## src/rtl/vernam_pkg.sv

```systemverilog
// Shared constants and the Galois LFSR step for the vernam_stream keystream cipher.
package vernam_pkg;

    localparam int unsigned WORD_CNT_W   = 16;
    localparam int unsigned MAX_LFSR_W   = 64;
    localparam logic [15:0] TAPS_DEFAULT = 16'hB400;
    localparam logic [15:0] SEED_DEFAULT = 16'hACE1;

    // One Galois step on a zero-extended state; callers truncate to their LFSR width.
    function automatic logic [MAX_LFSR_W-1:0] galois_step(
        input logic [MAX_LFSR_W-1:0] state,
        input logic [MAX_LFSR_W-1:0] taps
    );
        return state[0] ? ((state >> 1) ^ taps) : (state >> 1);
    endfunction

endpackage

```

## src/rtl/vernam_stream_if.sv

```systemverilog
// Valid/ready stream bundle for vernam_stream: plaintext in, ciphertext and key word out.
interface vernam_stream_if #(
    parameter int unsigned DATA_W = 8
);
    logic              in_valid;
    logic              in_ready;
    logic [DATA_W-1:0] in_data;
    logic              out_valid;
    logic              out_ready;
    logic [DATA_W-1:0] out_data;
    logic [DATA_W-1:0] key_out;

    modport master (
        output in_valid, in_data, out_ready,
        input  in_ready, out_valid, out_data, key_out
    );

    modport slave (
        input  in_valid, in_data, out_ready,
        output in_ready, out_valid, out_data, key_out
    );
endinterface

```

## src/rtl/vernam_keygen.sv

```systemverilog
// Keystream generator: Galois LFSR with run-time reseed and all-zero seed substitution.
module vernam_keygen
    import vernam_pkg::*;
#(
    parameter int unsigned       DATA_W = 8,
    parameter int unsigned       LFSR_W = 16,
    parameter logic [LFSR_W-1:0] TAPS   = LFSR_W'(TAPS_DEFAULT),
    parameter logic [LFSR_W-1:0] SEED   = LFSR_W'(SEED_DEFAULT)
) (
    input  logic              clk,
    input  logic              rst,
    input  logic              step,
    input  logic              load,
    input  logic [LFSR_W-1:0] seed_in,
    output logic [DATA_W-1:0] key
);

    logic [LFSR_W-1:0] lfsr_q;
    logic [LFSR_W-1:0] lfsr_d;

    // A zero seed would lock the LFSR, so it is replaced by SEED.
    always_comb begin
        lfsr_d = lfsr_q;
        if (load) begin
            lfsr_d = (seed_in == '0) ? SEED : seed_in;
        end else if (step) begin
            lfsr_d = LFSR_W'(galois_step(MAX_LFSR_W'(lfsr_q), MAX_LFSR_W'(TAPS)));
        end
    end

    always_ff @(posedge clk or negedge rst) begin
        if (!rst) begin
            lfsr_q <= SEED;
        end else begin
            lfsr_q <= lfsr_d;
        end
    end

    assign key = lfsr_q[DATA_W-1:0];

endmodule

```

## src/rtl/vernam_stream.sv

```systemverilog
// Vernam stream cipher: XORs words with an LFSR keystream behind a single registered output stage.
// Optional VERNAM_BYPASS_EN adds a bypass input that passes words through unkeyed.
module vernam_stream
    import vernam_pkg::*;
#(
    parameter int unsigned       DATA_W = 8,
    parameter int unsigned       LFSR_W = 16,
    parameter logic [LFSR_W-1:0] TAPS   = LFSR_W'(TAPS_DEFAULT),
    parameter logic [LFSR_W-1:0] SEED   = LFSR_W'(SEED_DEFAULT)
) (
    input  logic                  clk,
    input  logic                  rst,
    input  logic                  seed_ld,
    input  logic [LFSR_W-1:0]     seed_in,
`ifdef VERNAM_BYPASS_EN
    input  logic                  bypass,
`endif
    vernam_stream_if.slave        bus,
    output logic [WORD_CNT_W-1:0] word_cnt
);

    logic                  bypass_c;
    logic                  in_ready_c;
    logic                  accept_c;
    logic                  step_c;
    logic [DATA_W-1:0]     key_c;
    logic [DATA_W-1:0]     key_sel_c;

    logic                  out_valid_q, out_valid_d;
    logic [DATA_W-1:0]     out_data_q,  out_data_d;
    logic [DATA_W-1:0]     key_out_q,   key_out_d;
    logic [WORD_CNT_W-1:0] word_cnt_q,  word_cnt_d;

`ifdef VERNAM_BYPASS_EN
    assign bypass_c = bypass;
`else
    assign bypass_c = 1'b0;
`endif

    // Single output register: a new word may enter whenever the current one leaves this cycle.
    assign in_ready_c = !seed_ld && (!out_valid_q || bus.out_ready);
    assign accept_c   = bus.in_valid && in_ready_c;
    assign step_c     = accept_c && !bypass_c;
    assign key_sel_c  = bypass_c ? '0 : key_c;

    vernam_keygen #(
        .DATA_W (DATA_W),
        .LFSR_W (LFSR_W),
        .TAPS   (TAPS),
        .SEED   (SEED)
    ) u_keygen (
        .clk     (clk),
        .rst     (rst),
        .step    (step_c),
        .load    (seed_ld),
        .seed_in (seed_in),
        .key     (key_c)
    );

    always_comb begin
        out_valid_d = out_valid_q;
        out_data_d  = out_data_q;
        key_out_d   = key_out_q;
        word_cnt_d  = word_cnt_q;
        if (out_valid_q && bus.out_ready) begin
            out_valid_d = 1'b0;
        end
        if (accept_c) begin
            out_valid_d = 1'b1;
            out_data_d  = bus.in_data ^ key_sel_c;
            key_out_d   = key_sel_c;
            word_cnt_d  = word_cnt_q + WORD_CNT_W'(1);
        end
        if (seed_ld) begin
            word_cnt_d = '0;
        end
    end

    always_ff @(posedge clk or negedge rst) begin
        if (!rst) begin
            out_valid_q <= 1'b0;
            out_data_q  <= '0;
            key_out_q   <= '0;
            word_cnt_q  <= '0;
        end else begin
            out_valid_q <= out_valid_d;
            out_data_q  <= out_data_d;
            key_out_q   <= key_out_d;
            word_cnt_q  <= word_cnt_d;
        end
    end

    assign bus.in_ready  = in_ready_c;
    assign bus.out_valid = out_valid_q;
    assign bus.out_data  = out_data_q;
    assign bus.key_out   = key_out_q;
    assign word_cnt      = word_cnt_q;

endmodule

```

## src/flat_wrapper.sv

```systemverilog
// flat-port wrapper written by rule: the top's interface ports become plain ports
module vernam_stream_flat import vernam_pkg::*;
#(
    parameter int unsigned       DATA_W = 8,
    parameter int unsigned       LFSR_W = 16,
    parameter logic [LFSR_W-1:0] TAPS   = LFSR_W'(TAPS_DEFAULT),
    parameter logic [LFSR_W-1:0] SEED   = LFSR_W'(SEED_DEFAULT)
)
  (clk, rst, seed_ld, seed_in, word_cnt, bus_in_valid, bus_in_data, bus_out_ready, bus_in_ready, bus_out_valid, bus_out_data, bus_key_out);
  vernam_stream_if #(.DATA_W(DATA_W)) bus_i ();
  input  logic clk;
  input  logic rst;
  input  logic seed_ld;
  input  logic [LFSR_W-1:0] seed_in;
  output logic [WORD_CNT_W-1:0] word_cnt;
  input wire logic [$bits(bus_i.in_valid)-1:0] bus_in_valid;
  input wire logic [$bits(bus_i.in_data)-1:0] bus_in_data;
  input wire logic [$bits(bus_i.out_ready)-1:0] bus_out_ready;
  output wire logic [$bits(bus_i.in_ready)-1:0] bus_in_ready;
  output wire logic [$bits(bus_i.out_valid)-1:0] bus_out_valid;
  output wire logic [$bits(bus_i.out_data)-1:0] bus_out_data;
  output wire logic [$bits(bus_i.key_out)-1:0] bus_key_out;
  assign bus_i.in_valid = bus_in_valid;
  assign bus_i.in_data = bus_in_data;
  assign bus_i.out_ready = bus_out_ready;
  assign bus_in_ready = bus_i.in_ready;
  assign bus_out_valid = bus_i.out_valid;
  assign bus_out_data = bus_i.out_data;
  assign bus_key_out = bus_i.key_out;
  vernam_stream #(.DATA_W(DATA_W), .LFSR_W(LFSR_W), .TAPS(TAPS), .SEED(SEED)) u_core (.clk(clk), .rst(rst), .seed_ld(seed_ld), .seed_in(seed_in), .bus(bus_i), .word_cnt(word_cnt));
endmodule
```

## config.mk

```make
export PLATFORM = sky130hd
export DESIGN_NAME = vernam_stream_flat
export DESIGN_NICKNAME = d
export VERILOG_FILES = /design/src/rtl/vernam_pkg.sv /design/src/rtl/vernam_stream_if.sv /design/src/rtl/vernam_keygen.sv /design/src/rtl/vernam_stream.sv /design/src/flat_wrapper.sv
export SDC_FILE = /design/constraint.sdc
export NUM_CORES = 1
export LEC_CHECK = 0
export BUFFER_PORTS_ARGS = -buffer_cell sky130_fd_sc_hd__buf_4
export CAP_MARGIN = 20
export CORE_ASPECT_RATIO = 1.4
export CORE_MARGIN = 2
export CORE_UTILIZATION = 45
export DETAILED_ROUTE_END_ITERATION = 7
export PLACE_DENSITY = 0.8
export SETUP_SLACK_MARGIN = 0.5
export SLEW_MARGIN = 5
export SYNTH_ARGS = -nofsm -noshare
export SYNTH_HDL_FRONTEND = slang
export SYNTH_HIERARCHICAL = 1
export SYNTH_SLANG_ARGS = --single-unit
```

## constraint.sdc

```tcl
create_clock -name clk -period 4.25 [get_ports clk]
set_clock_uncertainty 0.15 [all_clocks]
set_input_delay 0.85 -clock clk [delete_from_list [all_inputs] [get_ports clk]]
set_output_delay 0.85 -clock clk [all_outputs]
set_load 0.01 [all_outputs]
```

==> results.txt <==
----------------------------------------------------
[Timing]
  Transition time of the tightest slew-check pin ... between 0.8 and 0.9 ns
  Worst slew margin ... ~45%
  Hold slack ... ~0.36 ns
  Setup repair after global routing missed its margin ... no
  Min Clock Period, post-route ... approximately 2.6 ns
  Final hold violation count ... 0
  Final number of max-transition violations ... 0
  Final cycle utilization of the critical path ... 61.56%
  Setup-failing EPs final ... 0
  Total Neg Setup Slack ... 0 ns
  Max frequency ... ~380 MHz

[Clock network]
  TritonCTS clock tree ... yes
  Total CTS buffers ... 5
  Post-CTS Resized ... 0
  Clock insertion delay at the later pin of the skew report ... approximately 0.30 ns
  H-tree Lvls ... 2
  Maximum clock insertion buffer count ... 2
  Number of hold buffers added after CTS ... 0
  Root buffer cell ... sky130_fd_sc_hd__clkbuf_8
  Total clock sinks ... a little under 50
  # Post-CTS Setup Buffers ... 0
  Clock-pin slew reported for the worst setup and hold paths after clock tree synthesis ... approximately 0.090 ns

[Worst setup path]
  List of cells traversed by the critical path ... buf_4 -> nand2b_4 -> nor2_4 -> buf_4 -> mux2_2
  Max stage delay cell, worst path ... sky130_fd_sc_hd__nor2_4
  Worst setup startpoint ... seed_ld
  Crit path capture ... u_core/bus.key_out[2]$_DFFE_PN0P_
  Required time reported for the critical path endpoint ... ~4.3 ns
  Kind of critical path ... input pin to flip-flop
  Crit path top cell by count ... sky130_fd_sc_hd__buf_4
  Critical path data arrival time ... about 2.7 ns
  Worst r2r dst ... u_core/bus.key_out[2]$_DFFE_PN0P_
  Depth of the most critical reg-to-reg path ... 4
  Peak per-stage delay on the critical path ... approximately 0.63 ns
  Largest driver fanout on the critical path ... 45
  Sort of element at the start of the critical path ... input pin
  Setup slack on the worst flop-to-flop path ... between 2 and 2.5 ns
  Source of the worst register-to-register timing path ... u_core/bus.out_valid$_DFFE_PN0P_
  Setup crit end kind ... flip-flop

[Power and ir drop]
  Peak supply drop ... about 0.00022 V
  Switching portion of total power ... 25.02%
  Switching power summed over all nets ... between 0.0002 and 0.0003 W
  Internal Pwr Total ... 0.0008833 W
  Power per cell area ... approximately 390 nW/um^2
  Clock group share of total power ... 32.9%
  Leakage power ... about 1.3 nW
  Comb pwr share ... roughly a fifth
  Relative contribution of sequential cells to total power ... between 40% and 50%

[Routing]
  Post-route DRC ... 0
  First-pass DRT Iterations ... 4
  Post-route ant nets ... 0
  Number of DRC markers in iteration 0 ... 130
  Routed length on met1 ... approximately 2.2 mm
  Metal2 WL ... between 2 and 3 mm
  Vias/cell ... ~5.5
  Average wire length per cell after detail routing ... roughly 15 um
  WL final ... between 5 and 6 mm
  Top routing layer used ... met4
  Via Count ... about 1.9k
  Met3 WL ... between 200 and 250 um

[Logic synthesis]
  Area fraction of the dominant cell type after synthesis ... 41.50%
  Number of storage elements in the synthesis netlist ... between 40 and 50
  Syn Inst Count ... about 220
  Top flip-flop cell by instance count after synthesis ... sky130_fd_sc_hd__dfrtp_1
  Post-synth EDFFs ... 0
  Area of the mapped netlist ... between 2000 and 2500 sq um
  Count of synthesis-stage warnings from yosys ... 6
  Portion of the post-synthesis area used by sequential elements ... around 50%
  Async set or reset register ratio after synthesis ... 100.0%
  Syn avg cell area ... about 11 sq um
  Number of nets in the synthesized netlist ... about 250
  Area leader, netlist ... sky130_fd_sc_hd__dfrtp_1
  Largest cells by area after synthesis ... sky130_fd_sc_hd__dfrtp_1, sky130_fd_sc_hd__dfstp_2, sky130_fd_sc_hd__mux2_2
  Count of different cell masters after synthesis ... 35

[Floorplanning]
  Die Height ... 91.71 um
  Number of I/O pins ... 63
  # rows ... 31
  Die width ... approximately 67 um
  Effective utilization at floorplan ... between 40% and 50%
  Core ar. ... roughly 5200 sq um
  DIE AREA ... ~6000 sq um

[Global routing]
  Antenna violations before repair ... 0
  GRT Util Overall ... between 15 and 20%
  Pin count of the biggest net entering global routing ... 50
  Via count of the first global-routing pass ... around 1.8k
  Global-route wire length before repair ... 8.549 mm
  GR Overflow Total ... 0

[Run status]
  Result of the run ... finished clean

[Run]
  MaxCap Viol Count ... 0

[Final layout]
  Share of cells above drive strength 1 ... between 30% and 40%
  Area used by multi-input combinational logic ... 1111 sq um
  Number of nets at the end of the flow ... 304
  Ant diodes ... 0
  Number of fill cells in the layout ... between 400 and 500
  FF+latch area ... 1236 sq um
  Final instance count without filler cells ... around 340
  Commonest cells after routing, fill and taps aside ... sky130_fd_sc_hd__buf_4, sky130_fd_sc_hd__dfrtp_1, sky130_fd_sc_hd__nor2_1, sky130_fd_sc_hd__a21oi_1, sky130_fd_sc_hd__mux2_2
  Commonest non-fill, non-tap cell in the layout ... sky130_fd_sc_hd__buf_4
  End-of-flow core utilization ... about 58%
  Area overhead of the layout relative to synthesis ... 22.98%

[Worst hold path]
  Start point of the worst hold path ... u_core/bus.key_out[7]$_DFFE_PN0P_
  Worst hold-check path type ... flip-flop to flip-flop

[Place]
  Cell Count Post-Placement ... between 300 and 400
  DP HPWL ... between 3 and 4 mm
  Weighted congestion at the end of routability-driven global placement ... just over 0.8
  Input/output buffers ... just over 60

----------------------------------------------------
-- cells by family after synthesis --
| group | count (synthesis) | share of synthesized area (%) |
|---|---|---|
| compound gates | 44 | 12.10 |
| xor+xnor | 16 | 5.668 |
| fa+ha+maj | 1 | 0.5060 |
| buf+inv | 21 | 5.364 |
| flops | 49 | 50.00 |
| mux | 24 | 10.53 |
| simple gates | 69 | 15.84 |
-- worst min path at each step --
stage | slack (ns) | cells past startpoint | endpoint
after global routing | 0.39 | 1 | u_core/bus.key_out[5]$_DFFE_PN0P_
after CTS | 0.37 | 1 | u_core/bus.key_out[7]$_DFFE_PN0P_
after global placement | 0.35 | 1 | u_core/bus.key_out[2]$_DFFE_PN0P_
after floorplan | 0.37 | 2 | u_core/u_keygen/lfsr_q[12]$_DFFE_PN0P_
after detailed placement | 0.35 | 1 | u_core/bus.key_out[7]$_DFFE_PN0P_
final | 0.36 | 1 | u_core/bus.key_out[7]$_DFFE_PN0P_
-- power by group through the flow --
stage | Sequential [W] | Combinational (W) | Clock, W
floorplan | 0.000581 | 0.000116 | 0
global placement | 0.000575 | 0.000220 | 0
detailed placement | 0.000576 | 0.000226 | 0
CTS | 0.000568 | 0.000227 | 0.000394
global route | 0.000575 | 0.000246 | 0.000414
finish | 0.000567 | 0.000224 | 0.000387
-- through the flow --
step | setup WS, ns | cell area (sq um) | total power (W)
final | 1.634 | 3040 | 0.001178
after global routing | 1.500 | 3040 | 0.001234
after CTS | 1.635 | 3040 | 0.001189
after detailed placement | 1.314 | 2907 | 0.0008020
after global placement | 1.343 | 2907 | 0.0007945
after floorplan | 1.220 | 2472 | 0.0006974
-- routing by layer --
layer,track usage [%],vias up
li1,-,903
met1,23.29,911
met2,29.58,55
met3,3.558,2
met4,3.401,0
met5,0,-
-- area by class of cell --
class / instances / share of cell area [%]
flip-flops and latches: 49 / 40.66
multi-input cells: 154 / 36.54
repair buffers: 63 / 15.56
clock inverters: 3 / 2.140
well taps: 66 / 2.716
inverters: 1 / 0.1235
clock buffers: 5 / 2.263
-- cell usage after synthesis (2+ instances only) --
master                     instances
sky130_fd_sc_hd__nand3_1           4
sky130_fd_sc_hd__dfrtp_1          41
sky130_fd_sc_hd__a21oi_1          18
sky130_fd_sc_hd__clkbuf_1          7
sky130_fd_sc_hd__nor3_1            3
sky130_fd_sc_hd__o22a_1            3
sky130_fd_sc_hd__or4_4             3
sky130_fd_sc_hd__mux2_2           16
sky130_fd_sc_hd__dfstp_2           8
sky130_fd_sc_hd__xor2_1            2
sky130_fd_sc_hd__o21ai_0           9
sky130_fd_sc_hd__nor2_1           19
sky130_fd_sc_hd__nand2_1          15
sky130_fd_sc_hd__o22a_2            5
sky130_fd_sc_hd__xnor2_1          14
sky130_fd_sc_hd__nand4_1           5
sky130_fd_sc_hd__buf_6             3
sky130_fd_sc_hd__buf_4             8
sky130_fd_sc_hd__and4_1            2
sky130_fd_sc_hd__nand2b_1          2
sky130_fd_sc_hd__or4_1             8
sky130_fd_sc_hd__o31ai_1           8
sky130_fd_sc_hd__nor2b_1           2
sky130_fd_sc_hd__mux2i_1           8
-- flip-flops by register name (all words and copies together) (netlist names) --
register	flops
u_core/bus.out_valid	1
u_core/word_cnt	16
u_core/u_keygen/lfsr_q	16
u_core/bus.key_out	8
u_core/bus.out_data	8
-- worst max-delay path, delay by kind of cell --
kind / cells / cell delay, ns
simple gates: 2 / 0.87
buf+inv: 2 / 0.57
mux: 1 / 0.34
Note: power is estimated with default switching activity, not from simulation.
